### config.mk
export PLATFORM = sky130hd
export DESIGN_NAME = estagio_id_ex
export DESIGN_NICKNAME = d
export VERILOG_FILES = /design/src/rtl/estagio_id_ex.sv
export SDC_FILE = /design/constraint.sdc
export NUM_CORES = 1
export LEC_CHECK = 0
export ABC_AREA = 1
export CELL_PAD_IN_SITES_DETAIL_PLACEMENT = 1
export CELL_PAD_IN_SITES_GLOBAL_PLACEMENT = 1
export CORE_ASPECT_RATIO = 1.25
export CORE_MARGIN = 4
export CORE_UTILIZATION = 30
export CTS_CLUSTER_DIAMETER = 60
export DETAILED_ROUTE_END_ITERATION = 8
export PLACE_DENSITY_LB_ADDON = 0.1
export SLEW_MARGIN = 15
export SYNTH_ARGS = -nofsm -noshare
export SYNTH_HDL_FRONTEND = slang
export SYNTH_SLANG_ARGS = --single-unit
### constraint.sdc
create_clock -name clock -period 4.1 [get_ports clock]
set_input_delay 0.615 -clock clock [delete_from_list [all_inputs] [get_ports clock]]
set_output_delay 0.615 -clock clock [all_outputs]
set_load 0.05 [all_outputs]
### src/rtl/estagio_id_ex.sv
// -----------------------------------------------------------------------------
// estagio_id_ex -- ID/EX pipeline register that sits directly in front of the ALU
//
// Purpose:
//   This module captures the decoded operands and control bits from the decode
//   stage. Before they are registered, it does two things:
//     * It selects ALU operand 2, which is either the register value (rt) or
//       the sign-extended immediate.
//     * It decodes alu_op/funct into the 4-bit ALU control code. It also flags
//       funct values it does not recognise.
//   The module also supports stall (hold), flush (insert a bubble) and a
//   saturating counter of bubbles.
//
// Optional feature (compile-time macro ESTAGIO_ID_EX_FORWARDING_EN):
//   When defined, the writeback value is forwarded into operand 1 and/or
//   operand 2. This happens when writeback targets rs/rt and the target is not
//   register 0. The immediate path is never forwarded.
//   When undefined, the wb_* ports exist but are ignored.
//
// Ports:
//   clock                 in   rising-edge clock
//   reset                 in   asynchronous active-low reset (0 = reset)
//   dado1_in / dado2_in   in   register file read ports (rs / rt)
//   imediato_in           in   sign-extended immediate
//   rs_in, rt_in, rd_in   in   register indices
//   alu_op_in, funct_in   in   ALU op class and funct field
//   alu_src_in            in   1 = immediate as operand 2
//   reg_write_in, mem_read_in, mem_write_in, branch_in  in  control bits
//   valido_in             in   decode stage holds a real instruction
//   stall                 in   hold every register
//   flush                 in   insert bubble (wins over stall)
//   wb_escreve, wb_reg, wb_dado  in  writeback bus (forwarding source)
//   data1                 out  ALU operand 1
//   saida_mux_registrador out  ALU operand 2
//   saida_alu_control     out  ALU operation code
//   dado_escrita          out  rt value for stores
//   rd_out                out  destination register index
//   reg_write, mem_read, mem_write, branch, valido  out  registered control
//   funct_ilegal          out  registered illegal-funct flag
//   contador_bolhas       out  saturating bubble counter
// -----------------------------------------------------------------------------
module estagio_id_ex #(
    parameter int LARGURA          = 32,
    parameter int LARGURA_CONTADOR = 16
) (
    input  logic                        clock,
    input  logic                        reset,
    input  logic [LARGURA-1:0]          dado1_in,
    input  logic [LARGURA-1:0]          dado2_in,
    input  logic [LARGURA-1:0]          imediato_in,
    input  logic [4:0]                  rs_in,
    input  logic [4:0]                  rt_in,
    input  logic [4:0]                  rd_in,
    input  logic [1:0]                  alu_op_in,
    input  logic [5:0]                  funct_in,
    input  logic                        alu_src_in,
    input  logic                        reg_write_in,
    input  logic                        mem_read_in,
    input  logic                        mem_write_in,
    input  logic                        branch_in,
    input  logic                        valido_in,
    input  logic                        stall,
    input  logic                        flush,
    input  logic                        wb_escreve,
    input  logic [4:0]                  wb_reg,
    input  logic [LARGURA-1:0]          wb_dado,
    output logic [LARGURA-1:0]          data1,
    output logic [LARGURA-1:0]          saida_mux_registrador,
    output logic [3:0]                  saida_alu_control,
    output logic [LARGURA-1:0]          dado_escrita,
    output logic [4:0]                  rd_out,
    output logic                        reg_write,
    output logic                        mem_read,
    output logic                        mem_write,
    output logic                        branch,
    output logic                        valido,
    output logic                        funct_ilegal,
    output logic [LARGURA_CONTADOR-1:0] contador_bolhas
);

    // ALU control codes
    localparam logic [3:0] ALU_AND = 4'b0000;
    localparam logic [3:0] ALU_OR  = 4'b0001;
    localparam logic [3:0] ALU_ADD = 4'b0010;
    localparam logic [3:0] ALU_SUB = 4'b0110;
    localparam logic [3:0] ALU_SLT = 4'b0111;
    localparam logic [3:0] ALU_NOR = 4'b1100;

    // R-type funct encodings
    localparam logic [5:0] FUNCT_ADD = 6'b100000;
    localparam logic [5:0] FUNCT_SUB = 6'b100010;
    localparam logic [5:0] FUNCT_AND = 6'b100100;
    localparam logic [5:0] FUNCT_OR  = 6'b100101;
    localparam logic [5:0] FUNCT_SLT = 6'b101010;
    localparam logic [5:0] FUNCT_NOR = 6'b100111;

    // -------------------------------------------------------------------------
    // Operand selection (optional writeback forwarding)
    // -------------------------------------------------------------------------
    logic [LARGURA-1:0] operando1;
    logic [LARGURA-1:0] operando2;

`ifdef ESTAGIO_ID_EX_FORWARDING_EN
    logic encaminha_rs;
    logic encaminha_rt;

    // Register 0 is hardwired to zero, so a writeback to it is never forwarded.
    assign encaminha_rs = wb_escreve && (wb_reg != 5'd0) && (wb_reg == rs_in);
    assign encaminha_rt = wb_escreve && (wb_reg != 5'd0) && (wb_reg == rt_in);
    assign operando1    = encaminha_rs ? wb_dado : dado1_in;
    assign operando2    = encaminha_rt ? wb_dado : dado2_in;
`else
    assign operando1 = dado1_in;
    assign operando2 = dado2_in;

    // The writeback bus and source indices have no function in this build.
    logic unused_encaminhamento;
    assign unused_encaminhamento = &{1'b0, wb_escreve, wb_reg, wb_dado, rs_in, rt_in};
`endif

    // -------------------------------------------------------------------------
    // ALU control decode
    // -------------------------------------------------------------------------
    logic [3:0] alu_control_d;
    logic       funct_desconhecido;

    always_comb begin
        alu_control_d      = ALU_ADD;
        funct_desconhecido = 1'b0;
        case (alu_op_in)
            2'b00: alu_control_d = ALU_ADD;   // load/store address
            2'b01: alu_control_d = ALU_SUB;   // branch compare
            2'b11: alu_control_d = ALU_OR;    // immediate OR
            default: begin                    // 2'b10: R-type, decode funct
                case (funct_in)
                    FUNCT_ADD: alu_control_d = ALU_ADD;
                    FUNCT_SUB: alu_control_d = ALU_SUB;
                    FUNCT_AND: alu_control_d = ALU_AND;
                    FUNCT_OR:  alu_control_d = ALU_OR;
                    FUNCT_SLT: alu_control_d = ALU_SLT;
                    FUNCT_NOR: alu_control_d = ALU_NOR;
                    default: begin
                        alu_control_d      = ALU_ADD;
                        funct_desconhecido = 1'b1;
                    end
                endcase
            end
        endcase
    end

    // An unknown R-type funct must not have side effects downstream. Its
    // control bits are suppressed. The flag is only raised for real
    // instructions.
    logic funct_ilegal_d;
    logic controle_ok;

    assign funct_ilegal_d = funct_desconhecido && valido_in;
    assign controle_ok    = !funct_desconhecido;

    // -------------------------------------------------------------------------
    // Pipeline registers
    // -------------------------------------------------------------------------
    logic [LARGURA-1:0]          data1_q;
    logic [LARGURA-1:0]          mux_q;
    logic [3:0]                  alu_control_q;
    logic [LARGURA-1:0]          dado_escrita_q;
    logic [4:0]                  rd_q;
    logic                        reg_write_q;
    logic                        mem_read_q;
    logic                        mem_write_q;
    logic                        branch_q;
    logic                        valido_q;
    logic                        funct_ilegal_q;
    logic [LARGURA_CONTADOR-1:0] contador_q;

    // Bubble counter stops at all-ones instead of wrapping.
    logic [LARGURA_CONTADOR-1:0] contador_inc;
    assign contador_inc = (&contador_q) ? contador_q
                                        : contador_q + LARGURA_CONTADOR'(1);

    always_ff @(posedge clock or negedge reset) begin
        if (!reset) begin
            data1_q        <= '0;
            mux_q          <= '0;
            alu_control_q  <= '0;
            dado_escrita_q <= '0;
            rd_q           <= '0;
            reg_write_q    <= 1'b0;
            mem_read_q     <= 1'b0;
            mem_write_q    <= 1'b0;
            branch_q       <= 1'b0;
            valido_q       <= 1'b0;
            funct_ilegal_q <= 1'b0;
            contador_q     <= '0;
        end else if (flush) begin
            // A bubble still presents a harmless ADD code to the ALU.
            data1_q        <= '0;
            mux_q          <= '0;
            alu_control_q  <= ALU_ADD;
            dado_escrita_q <= '0;
            rd_q           <= '0;
            reg_write_q    <= 1'b0;
            mem_read_q     <= 1'b0;
            mem_write_q    <= 1'b0;
            branch_q       <= 1'b0;
            valido_q       <= 1'b0;
            funct_ilegal_q <= 1'b0;
            contador_q     <= contador_inc;
        end else if (!stall) begin
            data1_q        <= operando1;
            mux_q          <= alu_src_in ? imediato_in : operando2;
            alu_control_q  <= alu_control_d;
            dado_escrita_q <= operando2;
            rd_q           <= rd_in;
            reg_write_q    <= reg_write_in && controle_ok;
            mem_read_q     <= mem_read_in  && controle_ok;
            mem_write_q    <= mem_write_in && controle_ok;
            branch_q       <= branch_in    && controle_ok;
            valido_q       <= valido_in;
            funct_ilegal_q <= funct_ilegal_d;
            if (!valido_in) begin
                contador_q <= contador_inc;
            end
        end
    end

    assign data1                 = data1_q;
    assign saida_mux_registrador = mux_q;
    assign saida_alu_control     = alu_control_q;
    assign dado_escrita          = dado_escrita_q;
    assign rd_out                = rd_q;
    assign reg_write             = reg_write_q;
    assign mem_read              = mem_read_q;
    assign mem_write             = mem_write_q;
    assign branch                = branch_q;
    assign valido                = valido_q;
    assign funct_ilegal          = funct_ilegal_q;
    assign contador_bolhas       = contador_q;

endmodule

**Yosys cells after proc, flatten, opt, wreduce, memory -nomap -nowiden**

Index checks and enable logic that the tools add are counted.

- Word-level logic and storage cells: 65
- Input bits: 167
- Flip-flop bits (word level): 127

- Equal/unequal tests: 10
- Mux-type cells: 31
- Add/subtract/negate cells: 1
- Reduce and logical (&&, ||, !) cells: 11

Operators by type and width:

| kind | count |
|---|---|
| $mux W32 | 7 |
| $mux W16 | 4 |
| $eq A6 B6 Y1 const B | 6 |
| $pmux W4 S5 | 1 |
| $add A16 B1 Y16 const B | 1 |
| $reduce_and A16 Y1 | 1 |
| $mux W1 | 14 |
| $pmux W4 S3 | 1 |
| $mux W5 | 2 |
| $mux W4 | 2 |
| $reduce_or A6 Y1 | 1 |
| $logic_and A1 B1 Y1 | 5 |
| $ne A2 B1 Y1 const B | 2 |
| $reduce_or A3 Y1 | 1 |
| $eq A2 B1 Y1 const B | 1 |
| $eq A2 B2 Y1 const B | 1 |
| $logic_not A2 Y1 | 1 |
| $reduce_and A2 Y1 | 1 |
| $logic_not A1 Y1 | 1 |

**Depth between registers and ports, before layout**

Gate-level depths: netlist (run 1).

- Word-level depth: 8
- Gate-level depth with buffers: 9
- Gate-level depth less buffers: 8

**Least setup slack after synthesis (run 1)**

No wires, ideal clock.

- Path kind: register -> register
- Start: reg contador_q[0], in the netlist contador_bolhas[0]
- End: reg contador_q[0], in the netlist contador_bolhas[0]
- Stages on the path, launching flop included: 9
- Required time: 4,034 ps
- Library setup time: 66 ps
- Setup slack: 2,311 ps
- Arrival: 1,723 ps
- Period minus slack after synthesis: 1,789 ps
- Path through: dfrtp_1 ha_1 nand2_2 nor2_4 nand4_4 nand2_4 buf_6 nand2_1 nand2_1

- Longest elaborated chain between the ends: 5
- Elaborated cells between the ends (all ways): 6
- Classes of those cells: add/sub (1); mux (4); reduce/logical (1)

Ends and longest elaborated chain:

| item | line | text |
|---|---|---|
| start: declaration | 174 | `logic [LARGURA_CONTADOR-1:0] contador_q;` |
| start signal: assignment | 208 | `contador_q <= contador_inc;` |
| start signal: assignment | 222 | `contador_q <= contador_inc;` |
| $add A16 B1 Y16 / $reduce_and A16 Y1 (equally long branches) | 179, 178 |  |
| $mux W16 * | 178 | `assign contador_inc = (&contador_q) ? contador_q` |
| $mux W16 | 221 | `if (!valido_in) begin` |
| $mux W16 | 209 | `end else if (!stall) begin` |
| $mux W16 * | 195 | `end else if (flush) begin` |

Every way passes the cells marked *; elsewhere a longest branch is shown, timed or not. The select of a mux whose other input is x is not followed.
A chain may end at the register's enable or synchronous reset.

**Worst setup path after layout (run 1)**

- Start: reg contador_q[0], in the netlist contador_bolhas[0]
- End: out contador_bolhas[0]

RTL lines:

| item | line | text |
|---|---|---|
| end: declaration | 78 | `output logic [LARGURA_CONTADOR-1:0] contador_bolhas` |

No word-level cell between the ends.

==> reports/results.tsv, run 1 <==
stage	metric	value	unit
outcome	status	finished, final reports clean	
final_layout	area grow syn2layout	56.5	%
setup_path	worst path bufs/invs	1	
clock_network	Post-CTS Resized	0	
final_layout	fill count	2180	
setup_path	CP top delay family	buffers and inverters	
die	area of the core	18700	um^2
sta	RSZ-0062 raised after global routing	false	
clock_network	TritonCTS clock tree	yes	
sta	setup_tns	0	ns
power_and_ir_drop	Switching Fraction	0.324	
setup_path	crit path max fanout	7	
setup_path	Worst Setup End Kind	output port	
yosys	number of synthesized register bits	127	
sta	worst setup margin	1.69	ns
setup_path	Arr. time, crit path	1.79	ns
yosys	Netlist cell types	24	
setup_path	crit path kind	flip-flop to output port	
clock_network	Reg clk slew, reported paths	0.06	ns
yosys	most area-hungry cell type in the Yosys netlist	dfrtp_1	
yosys	Warnings, synthesis	0	
route	drt first-iter violations	256	
place	post-placement worst setup slack	1.45	ns
power_and_ir_drop	Pleak	4.17	nW
yosys	fraction of registers with async set/reset	1.00	
yosys	Area contributors post-synth	dfrtp_1 (56%), nand2_1 (17%), nand3_1 (6.1%), o21ai_0 (4.6%), mux2i_1 (3.3%)	
global_route	total track usage	0.196	
setup_path	crit-path cells	clkdlybuf4s50_1	
sta	Slew HR	0.334	
power_and_ir_drop	cell internal pwr	2.56	mW
power_and_ir_drop	NetSw	1.22	mW
job	number of max-cap violations	0	
sta	fin crit share	0.588	
route	# DRC	0	
die	row cnt	56	
power_and_ir_drop	Pwr Total	3.78	mW
die	height of the die	162	um
die	Initial Util	0.305	
global_route	largest net degree at the start of global routing	94	
power_and_ir_drop	Power Dens Cells	424	nW/um^2
sta	fin crit period	2.41	ns
place	HPWL Detailed	14800	um
clock_network	number of CTS-inserted buffers	17	
power_and_ir_drop	Max IR drop VDD	0.275	mV
sta	final hold violations	0	
route	DR pass1 iterations	4	
power_and_ir_drop	Clk pwr share	0.395	
die	Ports	294	
setup_path	Slowest-stage cell, CP	clkdlybuf4s50_1	
yosys	post-synthesis average cell area	8.38	um^2
yosys	cells after synthesis	680	
setup_path	Reg-to-Reg End	contador_bolhas[4]	
final_layout	design area	8920	um^2
clock_network	hold buffers post-CTS	0	
place	DP Area	8340	um^2
die	die width	131	um
yosys	synthesized area	5700	um^2
route	Routed WL	20500	um
yosys	syn nets	848	
final_layout	fin nets	1081	
clock_network	CTS root buf	clkbuf_16	
clock_network	# H-tree levels	4	
place	routability congestion estimate	0.786	
setup_path	crit-path max cell delay	0.87	ns
yosys	Seq/Total Area, Yosys	0.557	
power_and_ir_drop	share of power burned in registers	0.375	
setup_path	FF-to-FF setup slack	2.02	ns
route	Avg WL per Cell	17.7	um
power_and_ir_drop	combinational power share	0.230	
global_route	antenna violations before repair	0	
setup_path	startpoint type of the worst setup path	flip-flop	
sta	Slew Limit Fails	0	
global_route	first-pass GRT wire length	33300	um
yosys	top cell type's share of synthesized area	0.557	
clock_network	worst-skew pair later-pin latency	0.42	ns
sta	worst-margin pin slew	0.999	ns
clock_network	worst-case clock buffer depth	2	
die	die area	21300	um^2
sta	final setup violation count	0	
route	vias per inst	4.78	
route	Vias	5540	
setup_path	R2R depth	8	
clock_network	post-CTS setup buffer count	0	
global_route	number of global-route vias before repair	6096	
setup_path	origin of the critical flop-to-flop path	contador_bolhas[0]	
sta	final clock skew	0.00897	ns
yosys	Post-synth EDFFs	0	
route	Routed Antenna Nets	0	
global_route	grt ovf	0	
setup_path	CP Data Required Time	3.48	ns
yosys	most frequent cell after synthesis	nand2_1	
yosys	Post-synth top cells	nand2_1 (256), dfrtp_1 (127), nand3_1 (69)	
sta	fmax	415	MHz
place	I/O Buffers	245	
clock_network	CTS sink cnt	127	
yosys	Post-synth top flop	dfrtp_1	
final_layout	share of cells above drive strength 1	0.0540	
final_layout	number of diodes	0	
min_path	worst min-delay path category	input port to asynchronous set/reset pin	
[worst max-delay path by stage]
stage | from | endpoint | slack [ns] | depth (start not counted)
global placement | stall | contador_bolhas[15] | 1.53 | 6
CTS | contador_bolhas[0] | contador_bolhas[0] | 1.66 | 1
detailed placement | stall | contador_bolhas[4] | 1.45 | 6
global route | contador_bolhas[0] | contador_bolhas[0] | 1.63 | 1
finish | contador_bolhas[0] | contador_bolhas[0] | 1.69 | 1
floorplan | contador_bolhas[0] | contador_bolhas[0] | 2.31 | 8
[cells by family after synthesis]
group,count (synthesis),synth area share
AO/OA/AOI/OAI,70,0.0636
XOR/XNOR,7,0.0108
adder cells (fa/ha/maj),1,0.00219
buffers and inverters,78,0.0568
flip-flops,127,0.557
multiplexers,19,0.0334
AND/OR/NAND/NOR,378,0.276
[metrics by stage]
step,utilization,std cells,hold WS (ns)
3_3_place_gp,0.446,1126,0.453
2_1_floorplan,-,680,0.319
5_1_grt,0.477,1158,0.313
3_5_place_dp,0.446,1126,0.462
4_1_cts,0.477,1158,0.282
6_report,0.477,1158,0.259
[registers in the layout, summed over array words and instances, names as in the netlist]
signal                 cells
contador_bolhas           16
saida_mux_registrador     32
mem_write                  1
valido                     1
mem_read                   1
rd_out                     5
saida_alu_control          4
data1                     32
branch                     1
reg_write                  1
dado_escrita              32
funct_ilegal               1
[layout by cell type (no fill, tap or decap), drive strengths merged, types with 3 or more instances in the layout]
cell / netlist / final
xnor2: 4 / 4
clkinvlp: 0 / 4
buf: 23 / 7
nand3: 69 / 69
xor2: 3 / 3
inv: 42 / 44
clkinv: 0 / 4
a21oi: 16 / 16
clkdlybuf4s50: 0 / 243
clkbuf: 13 / 21
dfrtp: 127 / 127
nor2: 40 / 40
nand2: 258 / 258
mux2i: 19 / 19
nand4: 9 / 9
o21ai: 53 / 53
[power groups by stage]
stage	Combinational, mW	Clock [mW]	Sequential [mW]
finish	0.871	1.49	1.42
global route	0.932	1.60	1.43
CTS	0.885	1.53	1.42
detailed placement	0.882	0	1.44
global placement	0.865	0	1.43
floorplan	0.183	0	1.73
[cell type report]
cell class	instances	area, um^2	area share
sequential	127	3180	0.356
timing repair buffer	250	2510	0.281
multi-input combinational	475	2200	0.247
clock buffer	21	480	0.0538
tap	232	290	0.0325
inverter	42	159	0.0178
clock inverter	11	105	0.0118
[metal layers]
layer,wire length (um),track usage,up-vias
met1,7960,0.218,2704
met5,0,0,-
met2,10500,0.343,164
met3,1550,0.0734,33
met4,501,0.0774,0
li1,-,-,2639
(Power assumes the default switching activity.)
==> inputs of run 2 (changes only) <==
--- a/config.mk
+++ b/config.mk
@@ -10,7 +10,7 @@
 export CELL_PAD_IN_SITES_GLOBAL_PLACEMENT = 1
 export CORE_ASPECT_RATIO = 1.25
 export CORE_MARGIN = 4
-export CORE_UTILIZATION = 30
+export CORE_UTILIZATION = 25
 export CTS_CLUSTER_DIAMETER = 60
 export DETAILED_ROUTE_END_ITERATION = 8
 export PLACE_DENSITY_LB_ADDON = 0.1
==> constraint.sdc (replaced) <==
create_clock -name clock -period 2.2 [get_ports clock]
set_input_delay 0.33 -clock clock [delete_from_list [all_inputs] [get_ports clock]]
set_output_delay 0.33 -clock clock [all_outputs]
set_load 0.05 [all_outputs]
==> run 2 against run 1 <==
  * Sequential power grew 86%
  * Sequential cell count is the same
  * Count of clock-buffer cells in the layout shrank 3
==> reports/results.tsv, run 2 (synthesis gave the netlist of run 1 again) <==
stage	metric	value	unit	change
final_layout	Finished Layout Cells	1216		+5.0%
sta	Slew HR	0.562		+0.228
final_layout	fin nets	1088		+0.65%
sta	Slew Limit Fails	0		unchanged
power_and_ir_drop	share of power burned in registers	0.377		+0.002
global_route	antenna violations before repair	0		unchanged
sta	hold_ws	0.471	ns	+0.211 ns
clock_network	worst-case clock buffer depth	2		unchanged
final_layout	Sequential cell area	3180	um^2	unchanged
sta	final setup violation count	0		unchanged
die	row cnt	61		+8.9%
power_and_ir_drop	Max IR drop VDD	0.503	mV	+83%
power_and_ir_drop	Pwr Total	6.99	mW	+85%
route	DR pass1 iterations	4		unchanged
sta	final clock skew	0.00923	ns	+0.000259 ns
sta	worst setup margin	0.131	ns	-1.56 ns
setup_path	worst path bufs/invs	1		unchanged
place	routability congestion estimate	0.775		-1.4%
route	Routed WL	20700	um	+0.91%
setup_path	startpoint type of the worst setup path	flip-flop		
setup_path	Worst Setup End Kind	output port		
setup_path	CP Data Required Time	1.87	ns	-1.61 ns
sta	fin crit period	2.07	ns	
place	placed insts	1183		+5.1%
route	Avg WL per Cell	17.0	um	-3.9%
global_route	largest net degree at the start of global routing	72		-23%
setup_path	crit-path max cell delay	0.88	ns	about the same
route	Routed Antenna Nets	0		unchanged
power_and_ir_drop	NetSw	2.29	mW	+87%
setup_path	CP top delay family	buffers and inverters		
setup_path	start point of the critical path	contador_bolhas[13]		
clock_network	TritonCTS clock tree	yes		
sta	RSZ-0062 raised after global routing	false		
clock_network	# H-tree levels	4		unchanged
place	post-placement worst setup slack	0.314	ns	-1.14 ns
power_and_ir_drop	Clk pwr share	0.389		-0.006
route	vias per inst	4.49		-6.2%
setup_path	Arr. time, crit path	1.74	ns	-0.05 ns
clock_network	CTS root buf	clkbuf_16		
setup_path	crit path kind	flip-flop to output port		
final_layout	number of diodes	0		unchanged
power_and_ir_drop	combinational power share	0.234		+0.004
setup_path	crit path max fanout	6		-1
clock_network	CTS sink cnt	127		unchanged
clock_network	number of CTS-inserted buffers	17		unchanged
sta	setup_tns	0	ns	unchanged
clock_network	Post-CTS Resized	0		unchanged
die	Ports	294		unchanged
place	I/O Buffers	245		unchanged
clock_network	worst-skew pair later-pin latency	0.41	ns	about the same
setup_path	R2R depth	6		-2
final_layout	fill count	2570		+18%
setup_path	Crit. path cell count	1		unchanged
final_layout	share of cells above drive strength 1	0.0589		+0.00495
route	drt first-iter violations	193		-25%
setup_path	origin of the critical flop-to-flop path	contador_bolhas[0]		
final_layout	most common cell after layout, fill and taps aside	nand2_1		
global_route	number of global-route vias before repair	6026		-1.1%
sta	worst-margin pin slew	0.658	ns	-0.341 ns
sta	fin crit share	0.940		
outcome	status	finished, final reports clean		
final_layout	area of the multi-input gates	2200	um^2	-0.11%
power_and_ir_drop	Switching Fraction	0.328		+0.00440
power_and_ir_drop	Pleak	4.21	nW	+1.0%
setup_path	crit-path cells	clkdlybuf4s50_1		
setup_path	FF-to-FF setup slack	0.57	ns	-1.45 ns
route	# DRC	0		unchanged
final_layout	most frequent cells in the layout	nand2_1 (256), clkdlybuf4s50_1 (243), dfrtp_1 (127)		
place	HPWL Detailed	15300	um	+3.6%
die	die width	143	um	+9.0%
sta	fmax	483	MHz	
route	Vias	5454		-1.6%
setup_path	Slowest-stage cell, CP	clkdlybuf4s50_1		
global_route	first-pass GRT wire length	32900	um	-1.1%
final_layout	final core occ	0.405		-0.0717
power_and_ir_drop	cell internal pwr	4.70	mW	+84%
sta	final hold violations	0		unchanged
global_route	grt ovf	0		unchanged
die	area of the core	22400	um^2	+20%
min_path	worst min-delay path category	input port to asynchronous set/reset pin		
clock_network	Reg clk slew, reported paths	0.06	ns	about the same
job	number of max-cap violations	0		unchanged
final_layout	design area	9060	um^2	+1.6%
die	Initial Util	0.255		-0.0498
setup_path	Reg-to-Reg End	contador_bolhas[6]		
final_layout	area grow syn2layout	58.9	%	
power_and_ir_drop	Power Dens Cells	772	nW/um^2	+82%
die	die area	25300	um^2	+19%
clock_network	post-CTS setup buffer count	0		unchanged
place	DP Area	8480	um^2	+1.7%
global_route	total track usage	0.166		-0.0302
die	height of the die	177	um	+9.1%
[run 2: cell count changes in the layout (fill, tap and decap cells not counted)]
cell,before,now
buf_4,4,7
nand2_2,2,1
inv_6,3,4
nand2_1,255,256
buf_12,2,5
clkinv_4,1,4
dlygate4sd3_1,0,1
clkinvlp_4,4,3
clkbuf_8,4,1
[run 2: cell type report]
cell class / instances / share of cell area
timing repair buffer: 257 / 0.287
clock buffer: 18 / 0.0485
sequential: 127 / 0.351
inverter: 42 / 0.0175
tap: 283 / 0.0391
multi-input combinational: 475 / 0.243
clock inverter: 14 / 0.0146
[run 2: how the worst max path moves through the flow]
stage / to / slack (ns)
floorplan: contador_bolhas[0] / 0.41
global placement: saida_mux_registrador[7] / 0.39
detailed placement: data1[9] / 0.31
CTS: contador_bolhas[2] / 0.1
global route: contador_bolhas[0] / 0.05
finish: contador_bolhas[13] / 0.13
[run 2: repair_timing]
item	4_1_cts	5_1_grt
hold buffers	1	0
endpoints found under the setup margin	0	0
hold endpoints to repair	127	0
[run 2: power groups by stage]
stage	combinational [mW]	sequential, mW	clock [mW]
after CTS	1.67	2.64	2.81
after global routing	1.74	2.66	2.93
final	1.63	2.64	2.72
after global placement	1.63	2.67	0
after floorplan	0.341	3.22	0
after detailed placement	1.66	2.68	0
[run 2: worst register-to-register path, cell delays in order, from the launching register on]
cell,delay [ns]
dfrtp_1,0.47
ha_1,0.25
nand2_2,0.11
nor2_4,0.23
nand4_4,0.14
nand2_4,0.20
o21ai_0,0.12
[run 2: per-layer routing]
metal,vias to the layer above,track usage,wire length [um]
li1,2653,-,-
met1,2653,0.188,8050
met2,132,0.300,11100
met3,16,0.0535,1290
met4,0,0.0420,237
met5,-,0,0
